### src/rtl/sa_drain_collector.sv
// sa_drain_collector: collects the skewed drain outputs of a systolic array,
// deskews the columns into aligned row words, frames them into tiles of ROWS
// rows and buffers them in a first-word-fall-through FIFO with an AXI-style
// valid/ready output.
//
// Build option: define SA_DRAIN_OVF_CNT_EN to build the saturating count of
// dropped rows on ovf_count. Without it ovf_count is tied to zero.
//
// state | meaning
// IDLE  | row_cnt == 0, waiting for the first row of a tile
// FILL  | 0 < row_cnt < ROWS, tile partially collected
module sa_drain_collector #(
    parameter int D_W_ACC = 64,
    parameter int N       = 4,
    parameter int ROWS    = 4,
    parameter int DEPTH   = 16
) (
    input  logic                 clk,
    input  logic                 rst,
    input  logic [N*D_W_ACC-1:0] col_data,
    input  logic [N-1:0]         col_valid,
    output logic [N*D_W_ACC-1:0] m_data,
    output logic                 m_valid,
    input  logic                 m_ready,
    output logic                 m_last,
    output logic                 tile_done,
    output logic                 overflow,
    output logic                 skew_err,
    output logic [15:0]          ovf_count
);

    localparam int W  = N * D_W_ACC;
    localparam int PW = $clog2(DEPTH);
    localparam int CW = $clog2(DEPTH + 1);
    localparam int RW = (ROWS > 1) ? $clog2(ROWS) : 1;

    typedef enum logic {IDLE, FILL} state_t;

    logic [N-1:0] dly_valid;
    logic [W-1:0] dly_data;

    // Column j arrives j cycles after column 0, so it is delayed by N-1-j
    // registers; the last column passes straight through.
    genvar j;
    generate
        for (j = 0; j < N; j++) begin : g_col
            localparam int L = N - 1 - j;
            if (L == 0) begin : g_direct
                assign dly_valid[j] = col_valid[j];
                assign dly_data[j*D_W_ACC +: D_W_ACC] = col_data[j*D_W_ACC +: D_W_ACC];
            end else begin : g_delay
                logic [L-1:0]       v_sh;
                logic [D_W_ACC-1:0] d_sh [L];

                // Valid shift register, cleared by reset to kill in-flight rows
                always_ff @(posedge clk) begin
                    if (rst) begin
                        v_sh <= '0;
                    end else begin
                        v_sh[0] <= col_valid[j];
                        for (int k = 1; k < L; k++) v_sh[k] <= v_sh[k-1];
                    end
                end

                // Data shift register; qualified by the valid chain only
                always_ff @(posedge clk) begin
                    d_sh[0] <= col_data[j*D_W_ACC +: D_W_ACC];
                    for (int k = 1; k < L; k++) d_sh[k] <= d_sh[k-1];
                end

                assign dly_valid[j] = v_sh[L-1];
                assign dly_data[j*D_W_ACC +: D_W_ACC] = d_sh[L-1];
            end
        end
    endgenerate

    logic         row_valid;
    logic [W-1:0] row_data;

    // Row formation: all columns aligned forms a row; a partial set is a skew fault
    always_ff @(posedge clk) begin
        if (rst) begin
            row_valid <= 1'b0;
            skew_err  <= 1'b0;
        end else begin
            row_valid <= &dly_valid;
            if ((|dly_valid) && !(&dly_valid)) skew_err <= 1'b1;
        end
    end

    // Aligned row data register, column order preserved
    always_ff @(posedge clk) begin
        row_data <= dly_data;
    end

    state_t        state, state_nxt;
    logic [RW-1:0] row_cnt, row_cnt_nxt;
    logic          row_last;

    // Tile framing state register
    always_ff @(posedge clk) begin
        if (rst) begin
            state     <= IDLE;
            row_cnt   <= '0;
            tile_done <= 1'b0;
        end else begin
            state     <= state_nxt;
            row_cnt   <= row_cnt_nxt;
            tile_done <= row_valid && row_last;
        end
    end

    // Tile framing next state; dropped rows still advance the count
    always_comb begin
        state_nxt   = state;
        row_cnt_nxt = row_cnt;
        row_last    = (row_cnt == RW'(ROWS - 1));
        unique case (state)
            IDLE: begin
                if (row_valid) begin
                    if (row_last) begin
                        row_cnt_nxt = '0;
                        state_nxt   = IDLE;
                    end else begin
                        row_cnt_nxt = row_cnt + RW'(1);
                        state_nxt   = FILL;
                    end
                end
            end
            FILL: begin
                if (row_valid) begin
                    if (row_last) begin
                        row_cnt_nxt = '0;
                        state_nxt   = IDLE;
                    end else begin
                        row_cnt_nxt = row_cnt + RW'(1);
                        state_nxt   = FILL;
                    end
                end
            end
            default: begin
                row_cnt_nxt = '0;
                state_nxt   = IDLE;
            end
        endcase
    end

    logic [W-1:0]     mem [DEPTH];
    logic [DEPTH-1:0] last_mem;
    logic [PW-1:0]    wr_ptr, rd_ptr;
    logic [CW-1:0]    count;
    logic             full, rd_en, wr_en, drop;

    assign full  = (count == CW'(DEPTH));
    assign rd_en = m_valid && m_ready;
    // A full FIFO still takes a row when a word leaves in the same cycle
    assign wr_en = row_valid && (!full || rd_en);
    assign drop  = row_valid && full && !rd_en;

    // FIFO storage write
    always_ff @(posedge clk) begin
        if (wr_en) begin
            mem[wr_ptr]      <= row_data;
            last_mem[wr_ptr] <= row_last;
        end
    end

    // FIFO pointers, registered occupancy and sticky overflow flag
    always_ff @(posedge clk) begin
        if (rst) begin
            wr_ptr   <= '0;
            rd_ptr   <= '0;
            count    <= '0;
            overflow <= 1'b0;
        end else begin
            if (wr_en) wr_ptr <= wr_ptr + PW'(1);
            if (rd_en) rd_ptr <= rd_ptr + PW'(1);
            unique case ({wr_en, rd_en})
                2'b10:   count <= count + CW'(1);
                2'b01:   count <= count - CW'(1);
                default: count <= count;
            endcase
            if (drop) overflow <= 1'b1;
        end
    end

    // Outputs are forced to zero while empty so nothing stale shows after reset
    assign m_valid = (count != '0);
    assign m_data  = m_valid ? mem[rd_ptr] : '0;
    assign m_last  = m_valid && last_mem[rd_ptr];

`ifdef SA_DRAIN_OVF_CNT_EN
    logic [15:0] ovf_cnt_q;

    // Saturating count of dropped rows
    always_ff @(posedge clk) begin
        if (rst) begin
            ovf_cnt_q <= '0;
        end else if (drop && (ovf_cnt_q != 16'hFFFF)) begin
            ovf_cnt_q <= ovf_cnt_q + 16'd1;
        end
    end

    assign ovf_count = ovf_cnt_q;
`else
    assign ovf_count = '0;
`endif

endmodule

### config.mk
export PLATFORM = sky130hd
export DESIGN_NAME = sa_drain_collector
export DESIGN_NICKNAME = d
export VERILOG_FILES = /design/src/rtl/sa_drain_collector.sv
export SDC_FILE = /design/constraint.sdc
export NUM_CORES = 2
export LEC_CHECK = 0
export BUFFER_PORTS_ARGS = -buffer_cell sky130_fd_sc_hd__clkbuf_2
export CAP_MARGIN = 20
export CORE_MARGIN = 4
export CORE_UTILIZATION = 65
export DETAILED_ROUTE_END_ITERATION = 6
export GPL_TIMING_DRIVEN = 1
export PLACE_DENSITY = 0.8
export SETUP_SLACK_MARGIN = 0.05
export SLEW_MARGIN = 20
export SYNTH_ARGS = -nofsm -noshare
export SYNTH_HDL_FRONTEND = slang
export SYNTH_MEMORY_MAX_BITS = 65536
export SYNTH_SLANG_ARGS = --single-unit
export TNS_END_PERCENT = 20
### constraint.sdc
create_clock -name clk -period 46.3 [get_ports clk]
set_input_delay 4.63 -clock clk [delete_from_list [all_inputs] [get_ports clk]]
set_output_delay 4.63 -clock clk [all_outputs]
set_load 0.005 [all_outputs]
== After elaboration in Yosys (flattened, before gate mapping) ==
Memories as Yosys holds them, arrays and structs flattened. A register that Yosys moved wholly into a read port is not among the register bits.
Index checks and enable logic that the tools add are counted.

* Magnitude comparators: 3
* Bitwise gates (word level): 0
* Multiply operators: 0
* Div/mod/pow operators: 0
* Eq/ne operators: 4
* Muxes and demuxes: 13
* Add/sub/neg operators: 5
* Reduce and logical (&&, ||, !) cells: 16
* Shift-type cells: 0

{| class="wikitable"
|+ Operators with widths
! operator !! count
|-
| $mux W256 || 1
|-
| $bwmux W16 || 1
|-
| $lt A4 B5 Y1 const B || 2
|-
| $pmux W5 S2 || 1
|-
| $add A4 B1 Y4 const B || 2
|-
| $logic_and A1 B1 Y1 || 8
|-
| $mux W4 || 2
|-
| $add A5 B1 Y5 const B || 1
|-
| $eq A5 B5 Y1 const B || 1
|-
| $reduce_bool A5 Y1 || 1
|-
| $sub A5 B1 Y5 const B || 1
|-
| $bmux W1 S4 || 1
|-
| $demux W1 S4 || 1
|-
| $eq A2 B2 Y1 const B || 2
|-
| $ge A4 B1 Y1 const B || 1
|-
| $mux W1 || 4
|-
| $mux W2 || 2
|-
| $reduce_and A4 Y1 || 1
|-
| $reduce_or A4 Y1 || 1
|-
| $logic_not A1 Y1 || 3
|-
| $add A2 B1 Y2 const B || 1
|-
| $eq A2 B1 Y1 const B || 1
|-
| $reduce_bool A2 Y1 || 1
|-
| $logic_or A1 B1 Y1 || 1
|}

* Bits in registers: 297
* Memory bits (writable): 4480
* Input bits: 263
* Latch bits: 0
* ROM bits: 0
* Memories: 4

{| class="wikitable"
|+ Memory list
! name !! depth !! bits a word !! read ports !! clocked after Yosys merged registers in !! wr ports !! line !! source
|-
| mem || 16 || 256 || 1 || 1 || 1 || 148 || <nowiki>logic [W-1:0] mem [DEPTH];</nowiki>
|-
| g_col[0].g_delay.d_sh || 3 || 64 || 3 || 1 || 3 || 53 || <nowiki>logic [D_W_ACC-1:0] d_sh [L];</nowiki>
|-
| g_col[1].g_delay.d_sh || 2 || 64 || 2 || 1 || 2 || 53 ||
|-
| g_col[2].g_delay.d_sh || 1 || 64 || 1 || 1 || 1 || 53 ||
|}

== Longest topological paths before layout ==
* Depth after elaboration: 6
* Gate-level depth with buffers: 10
* Mapped depth without buffers: 9

== Least setup slack after synthesis ==
OpenSTA, ideal clock, no wires.

* Path type: input -> register
* Start point: input m_ready
* End point: register last_mem[1] (enable)
* Data required time: 45.109 ns
* Path slack: 22.697 ns
* Path buffers: 0
* Setup time: 1.191 ns
* Arrival time: 22.413 ns
* Cell stages on the path: 4
* Path through: nand2b_1 -> o21a_1 -> nand2_1 -> nor3_1

* Cells in the longest elaborated chain, start to end: 3

{| class="wikitable"
|+ Ends and longest elaborated chain
! item !! line !! source
|-
| start: declaration || 24 || <nowiki>input logic m_ready,</nowiki>
|-
| $logic_and A1 B1 Y1 || 155 || <nowiki>assign rd_en = m_valid && m_ready;</nowiki>
|-
| $logic_or A1 B1 Y1 || 157 || <nowiki>assign wr_en = row_valid && (!full || rd_en);</nowiki>
|-
| $logic_and A1 B1 Y1 || 157 ||
|-
| end signal: indexed assignment || 164 || <nowiki>last_mem[wr_ptr] <= row_last;</nowiki>
|-
| end: declaration || 149 || <nowiki>logic [DEPTH-1:0] last_mem;</nowiki>
|}

Every way passes these cells.
A chain may end at the register's enable or synchronous reset.

==> key figures <==
Logic synthesis
  – Syn_area_per_cell: 23.94 um2
  – FF+latch count, synth: 4781
  – Mux share of post-synthesis cell area: 16.77%
  – Synth Area in Compound Gates: under 10%
  – Post-synthesis instance area: 0.1692 mm2
  – Post-Synthesis Cells: 7068
  – Synthesized-area fraction occupied by adder cells: 0.05177%
  – Synth cell types: 41
  – Synth Area in XOR/XNOR: less than 1%
  – Simple-gate area share of the yosys netlist: 0.2226%
  – Sequential area share after synthesis: 80.90%
  – Ys Warns: 0
  – Largest family of logic cells by synthesized area: multiplexers

Route
  – DRC errors left: 0
  – Routed len/inst: 33.52 um
  – Antenna Nets Post-Route: 0
  – Initial DRC Count: 11560
  – Avg Vias per Cell: 6.747
  – Drt first pass iters: 6
  – Vias: 78560
  – WL final: a little under 400000 um

Timing
  – Clock skew: between 0.05 and 0.06 ns
  – Tcrit/Tclk final: 27.31%
  – Setup TNS: 0 ns
  – Max Slew Vio Count: 0
  – RSZ-0062 raised after global routing: no
  – Post-layout min period: between 10 and 15 ns
  – Tightest Pin Transition: 1.320 ns
  – Max_slew headroom: 12.00%
  – Final hold vios: 0
  – Fmax: a little under 80 MHz
  – Setup violations, final: 0

CTS
  – CTS tree: yes
  – Sink Count: 4781
  – Count of cells resized by post-cts repair: 0
  – Clock transition at the registers of the reported paths: 0.06 ns
  – Root Driver: clkbuf_16
  – CTS H-tree lvls: 5
  – Cts hold-fix bufs: 0
  – Cts bufs inserted: between 400 and 500
  – Skew-Pair Late Insertion Delay: 0.98 ns
  – Clk buf depth: 4
  – Post-CTS setup buffers: 0

Pwr
  – PD cells: 50.80 mW/mm2
  – Worst vdd ir: 0.00008888 V
  – Leakage Power: ~60 nW

Worst hold path
  – HP Start: g_col[0].g_delay.d_sh[0][16]
  – Worst Hold End: g_col[0].g_delay.d_sh[1][16]
  – Worst Hold Depth: 0
  – Hold Path Class: flip-flop to flip-flop

Job
  – Max_cap viols: 0

Global route
  – Largest net degree at the start of global routing: roughly 160
  – First-pass GRT wire length: 573500 um
  – Total track usage: 29.24%
  – Vias in the first global route: approximately 82000
  – Antenna violations before repair: 42
  – Grt ovf: 0

Setup path
  – R2R Path Start: count[1]
  – Worst EP required: 41.67 ns
  – CP max FO: 96
  – WS Path Type: flip-flop to output port
  – Crit end category: output port
  – WP data arrival: 8.01 ns
  – Worst-case reg-to-reg path depth: 8
  – R2r endpoint: mem[10][45]
  – R2R Setup Slk: between 40 and 50 ns
  – Crit start category: flip-flop

Placed design
  – Routability cong.: ~0.74
  – Placed inst area: 0.1759 mm2
  – DP HPWL: ~180000 um
  – Number of port buffers: 523

Floorplan
  – Chip width: between 500 and 600 um
  – Die footprint: 0.2685 mm2
  – # rows: roughly 190
  – Core box area: approximately 0.26 mm2
  – Initial core utilization: approximately 65%
  – Chip height: 518.2 um
  – I/O pins: 540

Status
  – Outcome: finished, final reports clean

Cells and area
  – Layout cell share with drive strength beyond 1: ~30%
  – Design area: 0.1910 mm2
  – Area growth from synthesis to layout: 12.90%
  – Commonest non-fill, non-tap cell in the layout: edfxtp_1
  – Leading cell types in the layout, fill and taps excluded: 4112 x edfxtp_1, 1029 x mux4_2, 666 x dfxtp_1
  – Layout Nets: 8092
## synthesized netlist by cell type (all sizes together)
cell	n	area, um2
a21bo	1	10.01
a21o	1	7.510
a21oi	6	30.03
a22oi	2	15.01
a2bb2oi	1	8.760
and2	1	6.260
and3	2	12.51
buf	228	1109
clkbuf	139	521.8
conb	1	3.750
dfxtp	669	13390
edfxtp	4112	123500
ha	7	87.58
inv	3	11.26
mux2	3	33.78
mux2i	515	5155
mux4	1029	23170
nand2	13	48.80
nand2b	5	31.28
nand3	3	15.01
nand4	3	18.77
nor2	32	120.1
nor2b	9	56.30
nor3	6	30.03
nor4	2	18.77
o211ai	6	63.81
o21a	1	7.510
o21ai	3	18.77
o22ai	256	1602
o41ai	1	16.27
or4	2	18.77
xnor2	1	8.760
xor2	5	43.79
## sequential cells by signal, indices dropped and copies added, names as in the netlist, named ones only
signal and cells:
g_col.g_delay.v_sh 6, last_mem 16, row_data 256, rd_ptr 4, overflow 1, wr_ptr 4, row_valid 1, g_col.g_delay.d_sh 384
row_cnt 2, mem 4096, count 5, tile_done 1, skew_err 1
## kinds of logic after synthesis
logic type               Yosys count
XOR/XNOR                           6
buffers and inverters            370
adder cells (fa/ha/maj)            7
multiplexers                    1547
AO/OA/AOI/OAI                    278
other                              1
flip-flops                      4781
AND/OR/NAND/NOR                   78
## how the worst max path moves through the flow
| stage | start | endpoint | slack (ns) | cells after the start |
|---|---|---|---|---|
| after global placement | flip-flop | m_data[238] | 34.26 | 10 |
| after floorplan | m_ready | last_mem[1] | 22.70 | 4 |
| after detailed placement | flip-flop | m_data[238] | 34.21 | 10 |
| final | flip-flop | m_data[238] | 33.66 | 11 |
| after global routing | flip-flop | m_data[238] | 32.73 | 11 |
| after CTS | flip-flop | m_data[238] | 33.06 | 10 |
## report_power, final
part	switching (mW)	internal [mW]	total, mW
logic	0.653	0.576	1.23
registers	0.0664	4.70	4.77
clock network	1.58	2.12	3.71
total	2.30	7.40	9.70
## critical path, stage by stage, from the launching register on
cell	delay, ns
dfxtp_4	0.82
buf_4	0.75
buf_4	0.86
buf_12	0.48
buf_16	0.44
buf_4	0.75
buf_12	0.63
buf_6	0.67
mux4_2	0.62
mux2i_1	0.23
o22ai_1	0.26
clkbuf_2	0.23
## metrics by stage
step / power, mW / util (%) / hold slack (ns) / worst slack [ns] / instances
floorplan: 5.670 / - / 0.3096 / 22.70 / 7083
global placement: 6.056 / 67.85 / 0.3095 / 34.26 / 10780
detailed placement: 6.080 / 67.85 / 0.3121 / 34.21 / 10780
CTS: 9.759 / 73.64 / 0.3109 / 33.06 / 11620
global route: 10.03 / 73.68 / 0.3203 / 32.73 / 11640
finish: 9.704 / 73.68 / 0.3104 / 33.66 / 11650
## area by class of cell
cell class                      count  area [um2]
Multi-Input combinational cell   1932       30840
Fill cell                       13210       68240
Sequential cell                  4781      136900
Timing Repair Buffer              660        3956
Antenna cell                       26       65.06
Clock inverter                    219        2515
Inverter                            3       11.26
Tap cell                         3402        4257
Clock buffer                      622       12480
## routing by layer
layer	routed length (um)	global-route usage (%)	vias to the layer above	part of all wire (%)
met2	194500	47.10	5302	50
li1	-	-	31260	-
met4	15460	11.29	12	4.0
met5	72	0	-	0.018
met3	40680	5.265	825	10
met1	139500	40.94	41160	36
No activity file was read; power rests on OpenSTA's default activity.
